### src/rtl/branch_resolve.sv
// Branch compare/resolve unit: evaluates the branch condition, registers the
// outcome behind a valid/ready handshake and trains a 2-bit counter BHT.
module branch_resolve #(
  parameter int unsigned WIDTH     = 32,
  parameter int unsigned BHT_DEPTH = 16,
  localparam int unsigned IDX      = $clog2(BHT_DEPTH)
) (
  input  logic             clk,
  input  logic             reset,
  input  logic             in_valid,
  output logic             in_ready,
  input  logic [WIDTH-1:0] A,
  input  logic [WIDTH-1:0] B,
  input  logic [3:0]       Op,
  input  logic [IDX-1:0]   idx,
  input  logic             pred_in,
  input  logic [IDX-1:0]   look_idx,
  output logic             look_taken,
  output logic             out_valid,
  input  logic             out_ready,
  output logic             Br,
  output logic             mispredict,
  output logic [15:0]      miss_cnt
);

  localparam logic [15:0] MISS_MAX = 16'hFFFF;

  logic [1:0] bht [BHT_DEPTH];
  logic       accept;
  logic       br_c;
  logic       op_ok_c;
  logic       mis_c;
  logic       a_neg;
  logic       a_zero;

  assign in_ready   = !out_valid || out_ready;
  assign accept     = in_valid && in_ready;
  assign look_taken = bht[look_idx][1];

  assign a_neg  = A[WIDTH-1];
  assign a_zero = (A == '0);
  assign mis_c  = br_c ^ pred_in;

  // Condition decode; zero-compares use the sign bit directly.
  always_comb begin
    br_c    = 1'b0;
    op_ok_c = 1'b1;
    case (Op)
      4'd1:    br_c = (A == B);
      4'd2:    br_c = (A != B);
      4'd3:    br_c = ($signed(A) >= $signed(B));
      4'd4:    br_c = !a_neg && !a_zero;
      4'd5:    br_c = a_neg || a_zero;
      4'd6:    br_c = a_neg;
      4'd7:    br_c = !a_neg;
      4'd8:    br_c = (A < B);
      4'd9:    br_c = (A >= B);
      default: op_ok_c = 1'b0;
    endcase
  end

  // Result register, mispredict counter and BHT training.
  always_ff @(posedge clk) begin
    if (reset) begin
      out_valid  <= 1'b0;
      Br         <= 1'b0;
      mispredict <= 1'b0;
      miss_cnt   <= '0;
      for (int i = 0; i < int'(BHT_DEPTH); i++) begin
        bht[i] <= 2'b01;
      end
    end else if (accept) begin
      out_valid  <= 1'b1;
      Br         <= br_c;
      mispredict <= mis_c;
      if (op_ok_c) begin
        if (mis_c && (miss_cnt != MISS_MAX)) begin
          miss_cnt <= miss_cnt + 16'd1;
        end
        if (br_c && (bht[idx] != 2'b11)) begin
          bht[idx] <= bht[idx] + 2'd1;
        end else if (!br_c && (bht[idx] != 2'b00)) begin
          bht[idx] <= bht[idx] - 2'd1;
        end
      end
    end else if (out_ready) begin
      out_valid <= 1'b0;
    end
  end

endmodule

### config.mk
export PLATFORM = sky130hd
export DESIGN_NAME = branch_resolve
export DESIGN_NICKNAME = d
export VERILOG_FILES = /design/src/rtl/branch_resolve.sv
export SDC_FILE = /design/constraint.sdc
export NUM_CORES = 1
export LEC_CHECK = 0
export CAP_MARGIN = 20
export CORE_AREA = 4 4 109 111
export DETAILED_ROUTE_END_ITERATION = 10
export DIE_AREA = 0 0 113 115
export GPL_TIMING_DRIVEN = 1
export PLACE_DENSITY_LB_ADDON = 0.1
export SLEW_MARGIN = 30
export SYNTH_ARGS = -nofsm -noshare
export SYNTH_HDL_FRONTEND = slang
export SYNTH_SLANG_ARGS = --single-unit
### constraint.sdc
create_clock -name clk -period 4.8 [get_ports clk]
set_input_delay 0.72 -clock clk [delete_from_list [all_inputs] [get_ports clk]]
set_output_delay 0.72 -clock clk [all_outputs]
set_load 0.02 [all_outputs]
==> run metrics <==
status finished, final reports clean; slowest CP cell clkdlybuf4s50_1; Seq/Total Area, Yosys 31.1%; grt ovf 0; sequential share of power 44.5%; CTS tree done; Clock Latency Late Sink 310 ps; P&R area growth vs syn 27.7%; Final Power 1.08 mW; Netlist Area Pre-Place 4310 sq um; First DRT Iteration DRCs 222; Net Switching 303 uW; leakage 2.04 nW; power per cell area 195 nW/um^2; largest net degree at the start of global routing 53; vias per inst 5.44; # clock sinks 51; Die Area 13000 sq um; crit-path max cell delay 450 ps; reg2reg path depth 7; hold path startpoint mispredict; Synth Area in Adders 9.58%; Die Height 115 um; cts repair resizes 0; Tot GR Track Use 17.3%; first-pass GRT wire length 18.6 mm; initial core utilization 39.9%; fmax 0.264 GHz; Top FF cell, synth edfxtp_1; MaxCap Viol Count 0; routed length per instance 16.6 um; share of layout cells above drive strength 1 13.1%; r2r startpoint bht[11][1]; HPWL after DPL 8.47 mm; RePlAce Congestion 0.799; async set-reset flop share out of synthesis 0%; number of I/O pins 102; number of global-route vias before repair 3713; most frequent cells in the layout clkdlybuf4s50_1, inv_1, ha_1; Syn. warnings 0; final net count 646; Clock power frac 28.0%; Worst setup SP type input port; Yosys reg bits 51; hold path endpoint mispredict; Synth Net Count 557; clk root buf clkbuf_8; actual slew at the worst max-slew pin 898 ps; setup TNS 0 ps; Synth Area in Compound Gates 12.2%; setup bufs post-CTS 0; DR DRC count 0; commonest non-fill, non-tap cell in the layout clkdlybuf4s50_1; CP Max Fanout 32; unrepaired setup endpoints after global routing no; Setup Viol. Count Final 0; minimum clock period 3790 ps; post-synthesis xor/xnor area fraction 0.406%; Yosys cell types 63; Internal 772 uW; Initial DRT Pass Iterations 4; antenna-violating nets left 0; Sw Ratio 28.2%; clock buffer depth 2; initial antenna violation count 0; Slew Viols, Final 0; CTS Buf Count 5; reg2reg end bht[13][0]; Critical Setup Path Class input port to flip-flop; Hold Path Class flip-flop to flip-flop; VDD IR-drop max 0.000162 V; largest family of logic cells by synthesized area simple AND/OR/NAND/NOR gates; total length of routed wires 11.2 mm; Worst Path Required 4830 ps; Synth Instances 443; Final period util 79.0%; Inserted Diodes 0; Rows 38; CP endpoint kind flip-flop; relative slew slack 40.0%; combinational power share 27.4%; hold_ws 502 ps; critical-path cell list clkdlybuf4s50_1 -> inv_1 -> ha_1 -> a21oi_1 -> o21ai_1 -> a211oi_2 -> nand3_1 -> o21a_1 -> o211ai_1 -> a21oi_1 -> a211oi_4 -> buf_4 -> a41o_1; # H-tree levels 2; hold path depth 2; Clock transition at path regs 100 ps; FF-to-FF setup slack 2030 ps; Avg Synthesized Cell Area 9.73 sq um; simple-gate area share of the yosys netlist 26.4%; I/O Buffers 101; number of synthesized flops with an enable pin 32; Setup Skew 4.20 ps; total number of vias 3659; cts hold-fix bufs 0; Data arrival, critical path 3820 ps; most used cell, CP a21oi_1; final hold viol count 0; post-synthesis mux area share 13.7%; core area 10800 sq um; Die X-Extent 113 um
power by group through the flow:
stage / clock [mW] / sequential (mW) / combinational [mW]
6_report: 0.301 / 0.479 / 0.295
4_1_cts: 0.312 / 0.479 / 0.297
3_5_place_dp: 0 / 0.489 / 0.295
5_1_grt: 0.331 / 0.480 / 0.325
2_1_floorplan: 0 / 0.490 / 0.174
3_3_place_gp: 0 / 0.488 / 0.291
metal layers:
metal | global-route usage [%] | wire length [um]
met5 | 0 | 0
met4 | 4.73 | 135
met3 | 3.16 | 597
met2 | 27.5 | 5120
met1 | 24.3 | 5340
stage by stage:
stage          instances  area, sq um  setup slack, ps  util (%)
3_3_place_gp         665         5400              690      50.0
6_report             673         5510             1010      51.0
4_1_cts              673         5510              996      51.0
2_1_floorplan        443         4310             1580         -
5_1_grt              673         5510              636      51.0
3_5_place_dp         665         5400              674      50.0
critical path: cells and delay by family:
family	cells	cell delay [ps]
compound gates	8	1790
simple gates	1	150
buf+inv	3	870
fa+ha+maj	1	300
how the worst max path moves through the flow:
stage / startpoint / end / slack, ps / depth (start not counted)
2_1_floorplan: B[13] / bht[12][0] / 1580 / 12
3_3_place_gp: B[14] / bht[12][1] / 690 / 13
3_5_place_dp: B[14] / bht[13][1] / 670 / 13
4_1_cts: B[14] / bht[13][0] / 1000 / 13
5_1_grt: A[31] / bht[13][1] / 640 / 12
6_report: B[23] / bht[13][0] / 1010 / 13
logic make-up after synthesis:
| group | count (synthesis) |
|---|---|
| AO/OA/AOI/OAI | 71 |
| flip-flops | 51 |
| buffers and inverters | 61 |
| XOR/XNOR | 2 |
| adder cells (fa/ha/maj) | 33 |
| AND/OR/NAND/NOR | 187 |
| multiplexers | 38 |
layout make-up:
class,count,area [sq um]
clock inverters,3,42.5
clock buffers,5,68.8
well taps,140,175
inverters,35,131
flip-flops and latches,51,1340
multi-input cells,331,2680
fillers,1020,5290
repair buffers,108,1060
flip-flops by register name, summed over array words and instances, names as in the netlist:
signal and cells:
mispredict 1, out_valid 1, bht 32, Br 1, miss_cnt 16
cells in the mapped netlist (all sizes together) (16+ instances only):
cell type | instances | share of area (%)
a21oi | 16 | 1.9
nor2b | 22 | 3.2
dfxtp | 19 | 8.8
nor3 | 16 | 3.3
nand2 | 32 | 2.8
nor2 | 29 | 2.8
edfxtp | 32 | 22
nand3 | 25 | 4.1
inv | 35 | 3.0
nor4 | 16 | 2.6
ha | 33 | 9.6
Note: power is estimated with default switching activity, not from simulation.
